==> config.mk <==
export PLATFORM = sky130hd
export DESIGN_NAME = dmem_io_sequencer_flat
export DESIGN_NICKNAME = d
export VERILOG_FILES = /design/src/rtl/dmem_io_sequencer_if.sv /design/src/rtl/dmem_io_sequencer.sv /design/src/flat_wrapper.sv
export SDC_FILE = /design/constraint.sdc
export NUM_CORES = 1
export LEC_CHECK = 0
export ABC_CLOCK_PERIOD_IN_PS = 2400
export CORE_AREA = 2 2 118 120
export DETAILED_ROUTE_END_ITERATION = 8
export DIE_AREA = 0 0 120 122
export PLACE_DENSITY = 0.76
export SYNTH_ARGS = -nofsm -noshare
export SYNTH_HDL_FRONTEND = slang
export SYNTH_SLANG_ARGS = --single-unit
==> constraint.sdc <==
create_clock -name clk -period 2.4 [get_ports clk]
set_clock_uncertainty 0.2 [all_clocks]
set_input_delay 0.36 -clock clk [delete_from_list [all_inputs] [get_ports clk]]
set_output_delay 0.36 -clock clk [all_outputs]
set_load 0.1 [all_outputs]
==> src/rtl/dmem_io_sequencer_if.sv <==
// rtl/dmem_io_sequencer_if.sv - CPU, loader, BRAM and IO bus signals of the data-memory/IO sequencer
interface dmem_io_sequencer_if;
    // CPU side
    logic        cpu_mem_rd;
    logic        cpu_mem_wr;
    logic        cpu_io_rd;
    logic        cpu_io_wr;
    logic [31:0] cpu_addr;
    logic [31:0] cpu_wdata;
    logic [31:0] cpu_rdata;
    logic        cpu_stall;
    // program loader side
    logic        ld_req;
    logic [13:0] ld_addr;
    logic [31:0] ld_wdata;
    logic        ld_grant;
    // data BRAM side
    logic        mem_en;
    logic        mem_we;
    logic [13:0] mem_addr;
    logic [31:0] mem_wdata;
    logic [31:0] mem_rdata;
    // IO bus side
    logic        io_req;
    logic        io_we;
    logic [7:0]  io_addr;
    logic [31:0] io_wdata;
    logic        io_ack;
    logic [31:0] io_rdata;
    logic        io_err;

    modport slave (
        input  cpu_mem_rd, cpu_mem_wr, cpu_io_rd, cpu_io_wr, cpu_addr, cpu_wdata,
        output cpu_rdata, cpu_stall,
        input  ld_req, ld_addr, ld_wdata,
        output ld_grant,
        output mem_en, mem_we, mem_addr, mem_wdata,
        input  mem_rdata,
        output io_req, io_we, io_addr, io_wdata,
        input  io_ack, io_rdata,
        output io_err
    );

    modport master (
        output cpu_mem_rd, cpu_mem_wr, cpu_io_rd, cpu_io_wr, cpu_addr, cpu_wdata,
        input  cpu_rdata, cpu_stall,
        output ld_req, ld_addr, ld_wdata,
        input  ld_grant,
        input  mem_en, mem_we, mem_addr, mem_wdata,
        output mem_rdata,
        input  io_req, io_we, io_addr, io_wdata,
        output io_ack, io_rdata,
        input  io_err
    );
endinterface

==> src/rtl/dmem_io_sequencer.sv <==
// rtl/dmem_io_sequencer.sv - data BRAM / IO access sequencer with loader arbitration; optional IO_TIMEOUT_EN
module dmem_io_sequencer (
    input  logic                        clk,
    input  logic                        rst_n,
    dmem_io_sequencer_if.slave          bus
);
    localparam logic [1:0] S_IDLE    = 2'd0;
    localparam logic [1:0] S_MEM_RD  = 2'd1;
    localparam logic [1:0] S_IO_WAIT = 2'd2;
    localparam logic [1:0] S_DONE    = 2'd3;

    logic [1:0]  r_state;
    logic [31:0] r_data;
    logic [7:0]  r_io_addr;
    logic [31:0] r_io_wdata;
    logic        r_io_we;
    logic        r_io_err;

    logic [1:0]  w_next_state;
    logic        w_latch;
    logic        w_stall;
    logic        w_mem_en;
    logic        w_mem_we;
    logic [13:0] w_mem_addr;
    logic [31:0] w_mem_wdata;
    logic        w_ld_grant;
    logic        w_any_strobe;
    logic        w_timeout;
    logic        w_io_req;

    // Address bits outside the BRAM word index and IO offset are don't-care.
    logic        w_unused;
    assign w_unused = &{1'b0, bus.cpu_addr[31:16], bus.cpu_addr[1:0]};

    assign w_any_strobe = bus.cpu_mem_rd | bus.cpu_mem_wr | bus.cpu_io_rd | bus.cpu_io_wr;
    assign w_io_req     = (r_state == S_IO_WAIT);

`ifdef IO_TIMEOUT_EN
    logic [3:0] r_to_cnt;

    assign w_timeout = w_io_req && !bus.io_ack && (r_to_cnt == 4'hF);

    // Count consecutive un-acked IO_WAIT cycles; flag a timeout stickily until reset.
    always_ff @(posedge clk) begin
        if (!rst_n) begin
            r_to_cnt <= 4'd0;
            r_io_err <= 1'b0;
        end else begin
            if (w_io_req && !bus.io_ack) begin
                r_to_cnt <= r_to_cnt + 4'd1;
            end else begin
                r_to_cnt <= 4'd0;
            end
            if (w_timeout) begin
                r_io_err <= 1'b1;
            end
        end
    end
`else
    assign w_timeout = 1'b0;
    assign r_io_err  = 1'b0;
`endif

    // Next-state, loader/store arbitration and BRAM drive for the current cycle.
    always_comb begin
        w_next_state = r_state;
        w_latch      = 1'b0;
        w_stall      = 1'b0;
        w_mem_en     = 1'b0;
        w_mem_we     = 1'b0;
        w_mem_addr   = 14'd0;
        w_mem_wdata  = 32'd0;
        w_ld_grant   = 1'b0;
        case (r_state)
            S_IDLE: begin
                if (bus.ld_req) begin
                    // Loader owns the BRAM this cycle; any CPU access retries next cycle.
                    w_mem_en    = 1'b1;
                    w_mem_we    = 1'b1;
                    w_mem_addr  = bus.ld_addr;
                    w_mem_wdata = bus.ld_wdata;
                    w_ld_grant  = 1'b1;
                    w_stall     = w_any_strobe;
                end else if (bus.cpu_io_wr || bus.cpu_io_rd) begin
                    w_stall      = 1'b1;
                    w_latch      = 1'b1;
                    w_next_state = S_IO_WAIT;
                end else if (bus.cpu_mem_wr) begin
                    w_mem_en    = 1'b1;
                    w_mem_we    = 1'b1;
                    w_mem_addr  = bus.cpu_addr[15:2];
                    w_mem_wdata = bus.cpu_wdata;
                end else if (bus.cpu_mem_rd) begin
                    w_mem_en     = 1'b1;
                    w_mem_addr   = bus.cpu_addr[15:2];
                    w_stall      = 1'b1;
                    w_latch      = 1'b1;
                    w_next_state = S_MEM_RD;
                end
            end
            S_MEM_RD: begin
                w_stall      = 1'b1;
                w_next_state = S_DONE;
            end
            S_IO_WAIT: begin
                w_stall = 1'b1;
                if (bus.io_ack || w_timeout) begin
                    w_next_state = S_DONE;
                end
            end
            default: begin
                w_next_state = S_IDLE;
            end
        endcase
    end

    // State register, access latch and load-data register.
    always_ff @(posedge clk) begin
        if (!rst_n) begin
            r_state    <= S_IDLE;
            r_data     <= 32'd0;
            r_io_addr  <= 8'd0;
            r_io_wdata <= 32'd0;
            r_io_we    <= 1'b0;
        end else begin
            r_state <= w_next_state;
            if (w_latch) begin
                r_io_addr  <= bus.cpu_addr[7:0];
                r_io_wdata <= bus.cpu_wdata;
                r_io_we    <= bus.cpu_io_wr;
            end
            if (r_state == S_MEM_RD) begin
                r_data <= bus.mem_rdata;
            end else if (w_io_req && bus.io_ack) begin
                if (!r_io_we) begin
                    r_data <= bus.io_rdata;
                end
            end else if (w_timeout) begin
                r_data <= 32'd0;
            end
        end
    end

    // Every output is forced low while reset is held, aborting any IO access at once.
    assign bus.cpu_stall = rst_n & w_stall;
    assign bus.cpu_rdata = rst_n ? r_data : 32'd0;
    assign bus.ld_grant  = rst_n & w_ld_grant;
    assign bus.mem_en    = rst_n & w_mem_en;
    assign bus.mem_we    = rst_n & w_mem_we;
    assign bus.mem_addr  = rst_n ? w_mem_addr : 14'd0;
    assign bus.mem_wdata = rst_n ? w_mem_wdata : 32'd0;
    assign bus.io_req    = rst_n & w_io_req;
    assign bus.io_we     = rst_n & w_io_req & r_io_we;
    assign bus.io_addr   = (rst_n && w_io_req) ? r_io_addr : 8'd0;
    assign bus.io_wdata  = (rst_n && w_io_req) ? r_io_wdata : 32'd0;
    assign bus.io_err    = rst_n & r_io_err;
endmodule

==> src/flat_wrapper.sv <==
// flat-port wrapper written by rule: the top's interface ports become plain ports
module dmem_io_sequencer_flat 
  (clk, rst_n, bus_cpu_mem_rd, bus_cpu_mem_wr, bus_cpu_io_rd, bus_cpu_io_wr, bus_cpu_addr, bus_cpu_wdata, bus_cpu_rdata, bus_cpu_stall, bus_ld_req, bus_ld_addr, bus_ld_wdata, bus_ld_grant, bus_mem_en, bus_mem_we, bus_mem_addr, bus_mem_wdata, bus_mem_rdata, bus_io_req, bus_io_we, bus_io_addr, bus_io_wdata, bus_io_ack, bus_io_rdata, bus_io_err);
  dmem_io_sequencer_if bus_i ();
  input  logic clk;
  input  logic rst_n;
  input wire logic [$bits(bus_i.cpu_mem_rd)-1:0] bus_cpu_mem_rd;
  input wire logic [$bits(bus_i.cpu_mem_wr)-1:0] bus_cpu_mem_wr;
  input wire logic [$bits(bus_i.cpu_io_rd)-1:0] bus_cpu_io_rd;
  input wire logic [$bits(bus_i.cpu_io_wr)-1:0] bus_cpu_io_wr;
  input wire logic [$bits(bus_i.cpu_addr)-1:0] bus_cpu_addr;
  input wire logic [$bits(bus_i.cpu_wdata)-1:0] bus_cpu_wdata;
  output wire logic [$bits(bus_i.cpu_rdata)-1:0] bus_cpu_rdata;
  output wire logic [$bits(bus_i.cpu_stall)-1:0] bus_cpu_stall;
  input wire logic [$bits(bus_i.ld_req)-1:0] bus_ld_req;
  input wire logic [$bits(bus_i.ld_addr)-1:0] bus_ld_addr;
  input wire logic [$bits(bus_i.ld_wdata)-1:0] bus_ld_wdata;
  output wire logic [$bits(bus_i.ld_grant)-1:0] bus_ld_grant;
  output wire logic [$bits(bus_i.mem_en)-1:0] bus_mem_en;
  output wire logic [$bits(bus_i.mem_we)-1:0] bus_mem_we;
  output wire logic [$bits(bus_i.mem_addr)-1:0] bus_mem_addr;
  output wire logic [$bits(bus_i.mem_wdata)-1:0] bus_mem_wdata;
  input wire logic [$bits(bus_i.mem_rdata)-1:0] bus_mem_rdata;
  output wire logic [$bits(bus_i.io_req)-1:0] bus_io_req;
  output wire logic [$bits(bus_i.io_we)-1:0] bus_io_we;
  output wire logic [$bits(bus_i.io_addr)-1:0] bus_io_addr;
  output wire logic [$bits(bus_i.io_wdata)-1:0] bus_io_wdata;
  input wire logic [$bits(bus_i.io_ack)-1:0] bus_io_ack;
  input wire logic [$bits(bus_i.io_rdata)-1:0] bus_io_rdata;
  output wire logic [$bits(bus_i.io_err)-1:0] bus_io_err;
  assign bus_i.cpu_mem_rd = bus_cpu_mem_rd;
  assign bus_i.cpu_mem_wr = bus_cpu_mem_wr;
  assign bus_i.cpu_io_rd = bus_cpu_io_rd;
  assign bus_i.cpu_io_wr = bus_cpu_io_wr;
  assign bus_i.cpu_addr = bus_cpu_addr;
  assign bus_i.cpu_wdata = bus_cpu_wdata;
  assign bus_cpu_rdata = bus_i.cpu_rdata;
  assign bus_cpu_stall = bus_i.cpu_stall;
  assign bus_i.ld_req = bus_ld_req;
  assign bus_i.ld_addr = bus_ld_addr;
  assign bus_i.ld_wdata = bus_ld_wdata;
  assign bus_ld_grant = bus_i.ld_grant;
  assign bus_mem_en = bus_i.mem_en;
  assign bus_mem_we = bus_i.mem_we;
  assign bus_mem_addr = bus_i.mem_addr;
  assign bus_mem_wdata = bus_i.mem_wdata;
  assign bus_i.mem_rdata = bus_mem_rdata;
  assign bus_io_req = bus_i.io_req;
  assign bus_io_we = bus_i.io_we;
  assign bus_io_addr = bus_i.io_addr;
  assign bus_io_wdata = bus_i.io_wdata;
  assign bus_i.io_ack = bus_io_ack;
  assign bus_i.io_rdata = bus_io_rdata;
  assign bus_io_err = bus_i.io_err;
  dmem_io_sequencer u_core (.clk(clk), .rst_n(rst_n), .bus(bus_i));
endmodule
==> results <==
[synth_stat cells, drive strengths merged]
cell	n	share of area
a211oi	1	0.0047
a211o	1	0.0020
and2	33	0.048
clkbuf	20	0.018
dfxtp	75	0.35
nand2	122	0.11
mux2i	34	0.079
nand3	1	0.0012
ha	4	0.012
conb	1	0.00087
o21a	1	0.0017
o2111ai	1	0.0020
nor2	4	0.0058
nand2b	1	0.0032
and4bb	1	0.0029
o211a	32	0.074
and3	41	0.060
a21o	1	0.0017
a21oi	1	0.0012
a21boi	41	0.072
a22o	46	0.094
buf	32	0.048
a31oi	2	0.0029
o21bai	1	0.0017
o21ai	2	0.0023
inv	5	0.0044
nor2b	1	0.0015
[final cells by class]
type                    instances  area share
flip-flops and latches         75       0.155
clock buffers                  11      0.0251
clock inverters                 4      0.0102
repair buffers                326       0.477
diodes                          1    0.000258
inverters                       5     0.00245
well taps                     180      0.0232
multi-input cells             373       0.306
[state kept, by name (all words and copies together), names as in the netlist]
name,count
u_core.r_data,32
u_core.r_io_wdata,32
u_core.r_io_addr,8
u_core.r_state,2
u_core.r_io_we,1
[through the flow]
step	util	cells
6_report	0.717	975
3_3_place_gp	0.648	941
2_1_floorplan	-	505
3_5_place_dp	0.648	941
4_1_cts	0.694	965
5_1_grt	0.717	975
[worst max-delay path: stages (launching register included)]
cell       delay [ns]
dfxtp_2          0.32
inv_2            0.08
ha_4             0.16
nand2_4          0.05
and4bb_4         0.35
buf_6            0.13
clkbuf_16        0.17
a22o_4           0.15
buf_12           0.17
[path summary, 6_finish.rpt]
check | start | endpoint | slack (ns)
worst max-delay path | u_core.r_state[0] | bus_mem_wdata[11] | -0.07
worst min-delay path | u_core.r_io_wdata[29] | u_core.r_io_wdata[29] | 0.25
worst max register to register | u_core.r_state[1] | u_core.r_data[27] | 0.34
worst min register to register | u_core.r_io_wdata[29] | u_core.r_io_wdata[29] | 0.25
[layer usage]
metal	vias to the layer above	global-route usage	wire (µm)
li1	2342	-	-
met1	2345	0.242	6560
met2	217	0.415	9900
met3	52	0.0576	1310
met4	0	0.107	648
met5	-	0	0
[logic make-up (layout without fill, tap and decap cells)]
family          count (synthesis)  in the layout
simple gates                  204            204
buf+inv                        57            346
flops                          75             75
mux                            34             34
other cells                     1              2
compound gates                130            130
fa+ha+maj                       4              4
[timing repair]
action,4_1_cts,5_1_grt
gates cloned,3,4
resized for setup,36,30
endpoints found under the setup margin,46,46
setup buffers,6,5
pin swaps,4,12
[power breakdown]
part	switching [µW]	internal, µW	total [µW]	leakage, µW
Clock	519	1040	1560	0.000166
Sequential	190	1650	1840	0.000616
Combinational	3730	2470	6200	0.00358
==> results.toml <==
[routing]
vias_per_cell = 5.08
dr_total_vias = 4956
drt-wirelength-per-cell_um = 18.9
firstDrtPassIters = 4
routed_wl_mm = 18.4
drt_iter0_drc = 328
drcViolationCount = 0
ant_nets = 0

[placed_design]
numPortBuffers = 289
dpl_cell_area_um2 = 8740
dp_slack_ns = -0.0578
routabilityCongestion = 0.794
dp_hpwl_mm = 12.6

[timing]
worstMarginPinSlew_ns = 0.552
final.setup.tns_ns = -1.24
min_period_ns = 2.47
rsz0062_at_grt = "true"
finalHoldViolations = 0
worst_slack_ns = -0.0719
drv_slew = 0
setup_viol = 32
fmax_ghz = 0.405
whs_ns = 0.246
maxSlewHeadroom = 0.632
post-route-period-util = 1.03

[synthesis]
syn_area_um2 = 4300
ys_seq_elements = 75
synthCells = 505
synth_warnings = 0
synth_top_family_by_area = "compound AO/OA/AOI/OAI gates"
synth_xor_area_frac = 0
syn_nets = 691
synth_mux_area_frac = 0.0791
yosysUniqueCellTypes = 34
yosys.area_share.simple = 0.229
seq_area_frac_synth = 0.349
avgSynthCellArea_um2 = 8.52
synth_fa_ha_area_frac = 0.0116
synth_compound_area_frac = 0.260

[floorplanning]
initial_core_util = 0.318
fp.dieH_um = 122
io_pins = 307
die_area_um2 = 14600
fp.dieW_um = 120
coreArea_um2 = 13500
row_count = 43

[clock_tree]
cts_root_buf = "clkbuf_16"
cts_tree = "built"
htreeDepth = 3
clkSinkCount = 75
clock_latency_ns = 0.32
clockBufferDepth = 2
hold_buffers = 0
cts_buffers = 9
clk_pin_slew_ns = 0.06

[grt]
grt_pass1_vias = 5107
grt_first_pass_wirelength_mm = 26.2
antenna_found_initial = 1
globalRouteOverflowTotal = 0
grt_max_degree = 77
grt.total_usage = 0.226

[layout]
multi_input_area_um2 = 2970
fin_nets = 976
final_common_cell = "clkdlybuf4s50_1"
seqCellArea_um2 = 1500
drive_gt1_frac = 0.301
layout_common_cells = "162 x clkdlybuf4s50_1, 131 x buf_12, 121 x nand2_1"
fill_cells = 902
final_area_um2 = 9690
area_growth_pct = 125

[min_path]
hold_path_depth = 2
hold_path_class = "reg2reg"

[flow_run]
cap_violations = 0

[setup_path]
crit_fanout = 8
worstPathArrival_ns = 1.91
cp-start-kind = "register"
r2r_cells = 8
critPathCaptureType = "primary output"
crit_type = "reg2out"
required_ns = 1.84

[status]
outcome = "finished, violations left"
violations = "setup timing"

[power]
power_density_nw_per_um2 = 990
total_power_uw = 9590
max-vdd-ir-drop_uv = 678
p_leak_uw = 0.00436
(Power assumes the default switching activity.)
